$ cat config.mk
export PLATFORM = sky130hd
export DESIGN_NAME = wifi_tx_mapper_ctrl
export DESIGN_NICKNAME = d
export VERILOG_FILES = /design/src/rtl/wifi_tx_mapper_ctrl.sv
export SDC_FILE = /design/constraint.sdc
export NUM_CORES = 1
export LEC_CHECK = 0
export CELL_PAD_IN_SITES_DETAIL_PLACEMENT = 1
export CELL_PAD_IN_SITES_GLOBAL_PLACEMENT = 1
export CORE_MARGIN = 5
export CORE_UTILIZATION = 35
export DETAILED_ROUTE_END_ITERATION = 8
export PLACE_DENSITY = 0.72
export SLEW_MARGIN = 20
export SYNTH_ARGS = -nofsm -noshare
export SYNTH_HDL_FRONTEND = slang
export SYNTH_SLANG_ARGS = --single-unit
$ cat constraint.sdc
create_clock -name clk -period 3.2 [get_ports clk]
set_input_delay 0.32 -clock clk [delete_from_list [all_inputs] [get_ports clk]]
set_output_delay 0.32 -clock clk [all_outputs]
set_load 0.01 [all_outputs]
$ cat src/rtl/wifi_tx_mapper_ctrl.sv
// wifi_tx_mapper_ctrl
// Frame controller in front of a QPSK mapper. It collects coded bits in
// pairs, hands each completed pair to the mapper with its subcarrier and
// symbol index, and inserts a fixed idle slot between OFDM symbols so the
// CP/IFFT stage downstream has time to drain the previous symbol.
module wifi_tx_mapper_ctrl #(
  parameter int N_SC = 48,
  parameter int GAP  = 16
) (
  input  logic       clk,
  input  logic       reset,
  input  logic       start,
  input  logic [7:0] num_sym,
  input  logic       abort,
  input  logic       bit_valid,
  input  logic       bit_in,
  output logic       bit_ready,
  output logic       map_valid,
  output logic [1:0] map_data,
  output logic [5:0] sc_idx,
  output logic [7:0] sym_idx,
  output logic       last_sc,
  output logic       busy,
  output logic       done
);

  typedef enum logic [1:0] {
    ST_IDLE    = 2'd0,
    ST_COLLECT = 2'd1,
    ST_GAP     = 2'd2,
    ST_DONE    = 2'd3
  } state_t;

  localparam logic [5:0] SC_LAST  = 6'(N_SC - 1);
  localparam logic [7:0] GAP_INIT = 8'(GAP - 1);

  // Control state
  state_t      state_q,     state_d;
  logic [7:0]  num_sym_q,   num_sym_d;
  logic        phase_q,     phase_d;
  logic [5:0]  sc_cnt_q,    sc_cnt_d;
  logic [7:0]  sym_cnt_q,   sym_cnt_d;
  logic [7:0]  gap_cnt_q,   gap_cnt_d;

  // Half-pair holding bit; pure data, never needs a reset value
  logic        first_q,     first_d;

  // Registered outputs
  logic        map_valid_q, map_valid_d;
  logic [1:0]  map_data_q,  map_data_d;
  logic [5:0]  sc_idx_q,    sc_idx_d;
  logic [7:0]  sym_idx_q,   sym_idx_d;
  logic        last_sc_q,   last_sc_d;
  logic        busy_q,      busy_d;
  logic        done_q,      done_d;

  logic        bit_accept;

  // True when the pair counter sits on the final subcarrier of a symbol
  function automatic logic is_last_sc(input logic [5:0] cnt);
    return (cnt == SC_LAST);
  endfunction

  // True when the symbol counter sits on the final symbol of the frame
  function automatic logic is_last_sym(input logic [7:0] cnt, input logic [7:0] total);
    return (cnt == (total - 8'd1));
  endfunction

  assign bit_ready  = (state_q == ST_COLLECT);
  assign bit_accept = bit_valid & bit_ready;

  // Next-state and next-output decode for the whole controller
  always_comb begin
    state_d     = state_q;
    num_sym_d   = num_sym_q;
    phase_d     = phase_q;
    sc_cnt_d    = sc_cnt_q;
    sym_cnt_d   = sym_cnt_q;
    gap_cnt_d   = gap_cnt_q;
    first_d     = first_q;
    map_valid_d = 1'b0;
    map_data_d  = map_data_q;
    sc_idx_d    = sc_idx_q;
    sym_idx_d   = sym_idx_q;
    last_sc_d   = 1'b0;

    case (state_q)
      ST_IDLE: begin
        if (start) begin
          if (num_sym != 8'd0) begin
            num_sym_d = num_sym;
            sc_cnt_d  = 6'd0;
            sym_cnt_d = 8'd0;
            phase_d   = 1'b0;
            sc_idx_d  = 6'd0;
            sym_idx_d = 8'd0;
            state_d   = ST_COLLECT;
          end else begin
            state_d   = ST_DONE;
          end
        end
      end

      ST_COLLECT: begin
        if (bit_accept) begin
          if (!phase_q) begin
            first_d = bit_in;
            phase_d = 1'b1;
          end else begin
            phase_d     = 1'b0;
            map_valid_d = 1'b1;
            map_data_d  = {first_q, bit_in};
            sc_idx_d    = sc_cnt_q;
            sym_idx_d   = sym_cnt_q;
            if (is_last_sc(sc_cnt_q)) begin
              last_sc_d = 1'b1;
              sc_cnt_d  = 6'd0;
              if (is_last_sym(sym_cnt_q, num_sym_q)) begin
                state_d = ST_DONE;
              end else begin
                state_d   = ST_GAP;
                sym_cnt_d = sym_cnt_q + 8'd1;
                gap_cnt_d = GAP_INIT;
              end
            end else begin
              sc_cnt_d = sc_cnt_q + 6'd1;
            end
          end
        end
      end

      ST_GAP: begin
        if (gap_cnt_q == 8'd0) begin
          state_d = ST_COLLECT;
        end else begin
          gap_cnt_d = gap_cnt_q - 8'd1;
        end
      end

      ST_DONE: begin
        state_d = ST_IDLE;
      end

      default: begin
        state_d = ST_IDLE;
      end
    endcase

    // Abort overrides everything decided above: drop the half pair and
    // suppress any pair that would have completed this cycle.
    if (abort && (state_q != ST_IDLE)) begin
      state_d     = ST_IDLE;
      phase_d     = 1'b0;
      map_valid_d = 1'b0;
      map_data_d  = map_data_q;
      sc_idx_d    = sc_idx_q;
      sym_idx_d   = sym_idx_q;
      last_sc_d   = 1'b0;
    end

    busy_d = (state_d != ST_IDLE);
    // done is taken from the DONE state itself, so it lands one cycle after
    // the final pair of the frame (and one cycle after a zero-symbol start).
    done_d = (state_q == ST_DONE) && !abort;
  end

  // Controller state and registered outputs
  always_ff @(posedge clk or negedge reset) begin
    if (!reset) begin
      state_q     <= ST_IDLE;
      num_sym_q   <= 8'd0;
      phase_q     <= 1'b0;
      sc_cnt_q    <= 6'd0;
      sym_cnt_q   <= 8'd0;
      gap_cnt_q   <= 8'd0;
      map_valid_q <= 1'b0;
      map_data_q  <= 2'd0;
      sc_idx_q    <= 6'd0;
      sym_idx_q   <= 8'd0;
      last_sc_q   <= 1'b0;
      busy_q      <= 1'b0;
      done_q      <= 1'b0;
    end else begin
      state_q     <= state_d;
      num_sym_q   <= num_sym_d;
      phase_q     <= phase_d;
      sc_cnt_q    <= sc_cnt_d;
      sym_cnt_q   <= sym_cnt_d;
      gap_cnt_q   <= gap_cnt_d;
      map_valid_q <= map_valid_d;
      map_data_q  <= map_data_d;
      sc_idx_q    <= sc_idx_d;
      sym_idx_q   <= sym_idx_d;
      last_sc_q   <= last_sc_d;
      busy_q      <= busy_d;
      done_q      <= done_d;
    end
  end

  // Half-pair bit register
  always_ff @(posedge clk) begin
    first_q <= first_d;
  end

  assign map_valid = map_valid_q;
  assign map_data  = map_data_q;
  assign sc_idx    = sc_idx_q;
  assign sym_idx   = sym_idx_q;
  assign last_sc   = last_sc_q;
  assign busy      = busy_q;
  assign done      = done_q;

endmodule

---- Word-level counts from Yosys, hierarchy flattened ----
Cells that the tools add are included.
operators by class
  bitwise logic cells ..................... 3
  reductions and logical operators ........ 19
  equality and inequality tests ........... 15
  shift operators ......................... 0
  multiplexer cells ....................... 49
  add/subtract/negate cells ............... 4
  divide/modulo/power cells ............... 0
  multiply operators ...................... 0
  order comparisons ....................... 0
operators by type and width
  kind                 count
  $mux 8               13
  $pmux 8 s2           3
  $mux 6               7
  $pmux 6 s2           2
  $sub 8x1->8 const B  2
  $mux 1               15
  $mux 2               7
  $reduce_and 6->1     2
  $add 8x1->8 const B  1
  $eq 8x8->1           1
  $logic_not 8->1      1
  $ne 2x2->1 const B   4
  $pmux 2 s4           1
  $reduce_and 4->1     2
  $reduce_bool 2->1    4
  $reduce_bool 8->1    1
  $reduce_and 7->1     1
  $add 6x1->6 const B  1
  $eq 6x6->1 const B   1
  $ne 2x1->1 const B   3
  $ne 3x3->1 const B   2
  $reduce_and 3->1     2
  $reduce_and 5->1     1
  $eq 2x2->1 const B   2
  other kinds (9)      11
word-level totals
  output and inout bits ................... 21
  memory bits (read-only) ................. 0
  logic and storage cells ................. 104
  bits in writable memories ............... 0
  input bits .............................. 14
  bits in latches ......................... 0
  memories ................................ 0
  bits in registers ....................... 54

---- Longest topological paths before layout ----
  word-level depth ........................ 9
  mapped depth ............................ 9

---- Worst setup path before layout ----
Ideal clock, no wire load.
  kind .................................... reg2reg
  start ................................... reg num_sym_q[0]
  end ..................................... reg sym_cnt_q[0]
  path buffers ............................ 0
  arrival ................................. 2086 ps
  required time ........................... 3072 ps
  cell stages (with the launch flop) ...... 9
  path slack .............................. 987 ps
  library setup time ...................... 128 ps
  clock period less this slack ............ 2213 ps
  path through ............................ dfrtp_1 -> inv_1 -> ha_1 -> o21bai_1 -> a211oi_1 -> o21ai_1 -> a211oi_4 -> nand3b_1 -> mux2_1
on the way
  word-level cells in the longest chain between the ends .. 4
ends and longest elaborated chain
  what                        line  text
  from (decl)                 39    logic [7:0] num_sym_q, num_sym_d;
  from (signal assigned)      185   num_sym_q <= num_sym_d;
  $sub 8x1->8                 66    return (cnt == (total - 8'd1));
  $eq 8x8->1                  66
  $ne 2x2->1 (no line)        -
  $reduce_and 7->1 (no line)  -
  to (signal assigned)        188   sym_cnt_q <= sym_cnt_d;
  to (decl)                   42    logic [7:0] sym_cnt_q, sym_cnt_d;
Every way passes these cells.
A chain may end at the register's enable or synchronous reset.

---- Worst setup path after layout ----
  start ................................... reg num_sym_q[0]
  end ..................................... reg gap_cnt_q[1]
on the way
  word-level cells in the longest chain between the ends .. 4
ends and longest elaborated chain
  what                        line  text
  $sub 8x1->8                 66
  $eq 8x8->1                  66
  $ne 2x2->1 (no line)        -
  $reduce_and 6->1 (no line)  -
  to (signal assigned)        189   gap_cnt_q <= gap_cnt_d;
  to (decl)                   43    logic [7:0] gap_cnt_q, gap_cnt_d;
Every way passes these cells.

==> impl_metrics.yaml <==
outcome:
  status: "finished, final reports clean"
worst_setup_path:
  cp_max_fo: 10
  startpoint_type: "flop"
  cp.arrival_ns: 2.78
  cp-end-kind: "flop"
  crit_type: "reg2reg"
  critPathRequiredTime_ns: 3.41
global_route:
  grt_max_degree: 30
  antenna_found_initial: 0
  grt_pass1_vias: 2383
  grt_remaining_overflow: 0
  grt_first_pass_wirelength_um: 11800
  grt_use_total: 0.145
placement:
  dpl.hpwl_um: 5250
  gp_congestion: 0.771
  placed_area_sq_um: 3310
  portBuffers: 34
clock_tree:
  root_buffer: "clkbuf_8"
  post_cts_resized: 0
  h-tree-depth: 2
  clk_pin_slew_ns: 0.10
  cts_made_buffers: 5
  cts_tree: "yes"
  cts_hold_buf: 0
  insertion_delay_ns: 0.31
  clock_sinks: 54
  post-cts-setup-buffers: 0
  cts_buffer_depth: 2
routing:
  ant_nets: 0
  wl_met2_um: 3340
  vias_per_cell: 5.20
  wl_met3_um: 252
  first_pass_iters: 4
  postRouteWirelength_um: 7000
  top_layer: "met4"
  wl_met1_um: 3360
  post_drt_wl_per_cell_um: 15.5
  drt-initial-drc-count: 53
  drcViolationCount: 0
  vias: 2347
die:
  die_y_um: 100
  fp.dieArea_sq_um: 10100
  fp.dieW_um: 100
  core_area_sq_um: 8090
  initial_core_util: 0.353
  num_rows: 33
  ioPinCount: 35
synthesis:
  async_flop_share: 0.981
  synth.distinct_cells: 60
  synth_top_family_by_area: "simple AND/OR/NAND/NOR gates"
  synth_area_leaders: "dfrtp_1, nand2_1, o21ai_0"
  yosysSeqAreaShare: 0.475
  ys_warn_count: 0
  synth_top_area_share: 0.464
  ys_top_cells_by_count: "nand2_1, dfrtp_1, o21ai_0, nor2_1"
  synth_nets: 330
  synth_mux_area_frac: 0.0206
  synthAdderAreaFrac: 0.0219
  synth_simple_gate_area_frac: 0.247
  synth-compound-area-share: 0.174
  synth-xor-area-share: 0.0245
  syn_area_per_cell_sq_um: 9.19
  synthCells: 311
  ys_ff_latch: 54
  synth_edf_count: 1
  synth-main-ff-cell: "dfrtp_1"
  yosysTopAreaCell: "dfrtp_1"
  syn_area_sq_um: 2860
  synthMostInstantiatedCell: "nand2_1"
timing:
  finClkSkew_ns: 0.00535
  rsz0062_at_grt: "false"
  tns_ns: 0
  setup_viol: 0
  tightest_slew_ns: 0.971
  period_share: 0.806
  hold_viol: 0
  relSlewSlack: 0.350
  finalCriticalPeriod_ns: 2.58
  drv_slew: 0
  fmax_mhz: 388
cells_and_area:
  design_area_sq_um: 3450
  fin_util: 0.426
  fillCellCount: 968
  regArea_sq_um: 1360
  final_nets: 364
  multi_input_area_sq_um: 1400
  antenna_cells: 0
  syn_to_final_growth_pct: 20.6
  drive_above_1_share: 0.0723
power:
  vdd_drop_max_uv: 187
  power_density_nw_per_um2: 632
  power_leakage_nw: 1.49
worst_hold_path:
  hold_path.class: "in2async"
run:
  maxCapViolations: 0
==> worst paths after layout <==
check | startpoint | endpoint | slack, ns | cells after the start
worst max register to register | num_sym_q[0] | gap_cnt_q[1] | 0.62 | 9
worst max-delay path | num_sym_q[0] | gap_cnt_q[1] | 0.62 | 9
min in group clk | sc_idx[1] | sc_idx[1] | 0.49 | 2
worst min register to register | sc_idx[1] | sc_idx[1] | 0.49 | 2
max in group asynchronous | reset | num_sym_q[4] | 2.38 | 2
worst min-delay path | reset | sc_idx[1] | 0.03 | 1
==> registers in the layout, summed over array words and instances (netlist names) <==
name and count:
busy 1, done 1, first_q 1, gap_cnt_q 8, last_sc 1, map_data 2, map_valid 1, num_sym_q 8
phase_q 1, sc_cnt_q 6, sc_idx 6, state_q 2, sym_cnt_q 8, sym_idx 8
==> layout by cell type (no fill, tap or decap), types with 2 or more instances in the layout <==
cell type / n
inv_1: 11
bufinv_16: 2
xor2_1: 4
o21a_1: 3
o32ai_1: 2
o21ai_0: 21
a21o_1: 3
clkbuf_8: 5
a31oi_1: 5
nand4_1: 3
o31ai_1: 5
o211ai_1: 2
nand2_1: 65
and2_1: 2
or3_1: 5
nand4b_1: 2
dfrtp_1: 53
and4_1: 2
nor2_1: 14
nor4_1: 4
nand3_1: 10
and3_1: 6
o21ai_1: 6
ha_1: 5
buf_4: 6
clkdlybuf4s50_1: 33
xnor2_1: 4
nand2b_1: 7
nor2b_1: 2
mux2_2: 2
a21oi_1: 11
nor3_1: 10
==> worst max-delay path: stages (launching register included) <==
cell and delay [ns]:
dfrtp_1 0.45, inv_1 0.11, ha_1 0.29, nand2b_1 0.12, o211a_1 0.22, o31a_1 0.27
a211oi_4 0.39, buf_4 0.25, nor2_2 0.08, mux2_4 0.29
==> metrics by stage <==
| step | setup WS, ns | std cells | total power, mW | hold WS, ns |
|---|---|---|---|---|
| after floorplan | 0.987 | 311 | 1.37 | 0.0244 |
| after CTS | 0.647 | 451 | 2.22 | 0.0306 |
| after global routing | 0.477 | 451 | 2.33 | 0.0714 |
| final | 0.622 | 451 | 2.18 | 0.0305 |
| after detailed placement | 0.659 | 443 | 1.65 | 0.397 |
| after global placement | 0.758 | 443 | 1.62 | 0.392 |
==> report_power, final <==
part	total [mW]	switching [mW]	internal (mW)	leakage, nW
Combinational	0.640	0.337	0.303	0.723
Sequential	0.989	0.169	0.820	0.694
Clock	0.548	0.234	0.314	0.0683
Total	2.18	0.740	1.44	1.49
==> layout make-up <==
cell class / instances / area share
timing repair buffer: 40 / 0.110
sequential: 54 / 0.394
clock inverter: 3 / 0.0200
inverter: 12 / 0.0131
clock buffer: 5 / 0.0200
multi-input combinational: 232 / 0.405
tap: 105 / 0.0381
==> logic make-up after synthesis <==
| family | after synthesis |
|---|---|
| buffers and inverters | 25 |
| multiplexers | 5 |
| adder cells (fa/ha/maj) | 5 |
| AND/OR/NAND/NOR | 142 |
| XOR/XNOR | 8 |
| flip-flops | 54 |
| AO/OA/AOI/OAI | 72 |
==> metal layers <==
layer	vias to the layer above	GRT usage
met5	-	0
met4	0	0.0249
met3	5	0.0278
met2	39	0.243
met1	1133	0.200
li1	1170	-
Power figures use the tool's default switching activity.
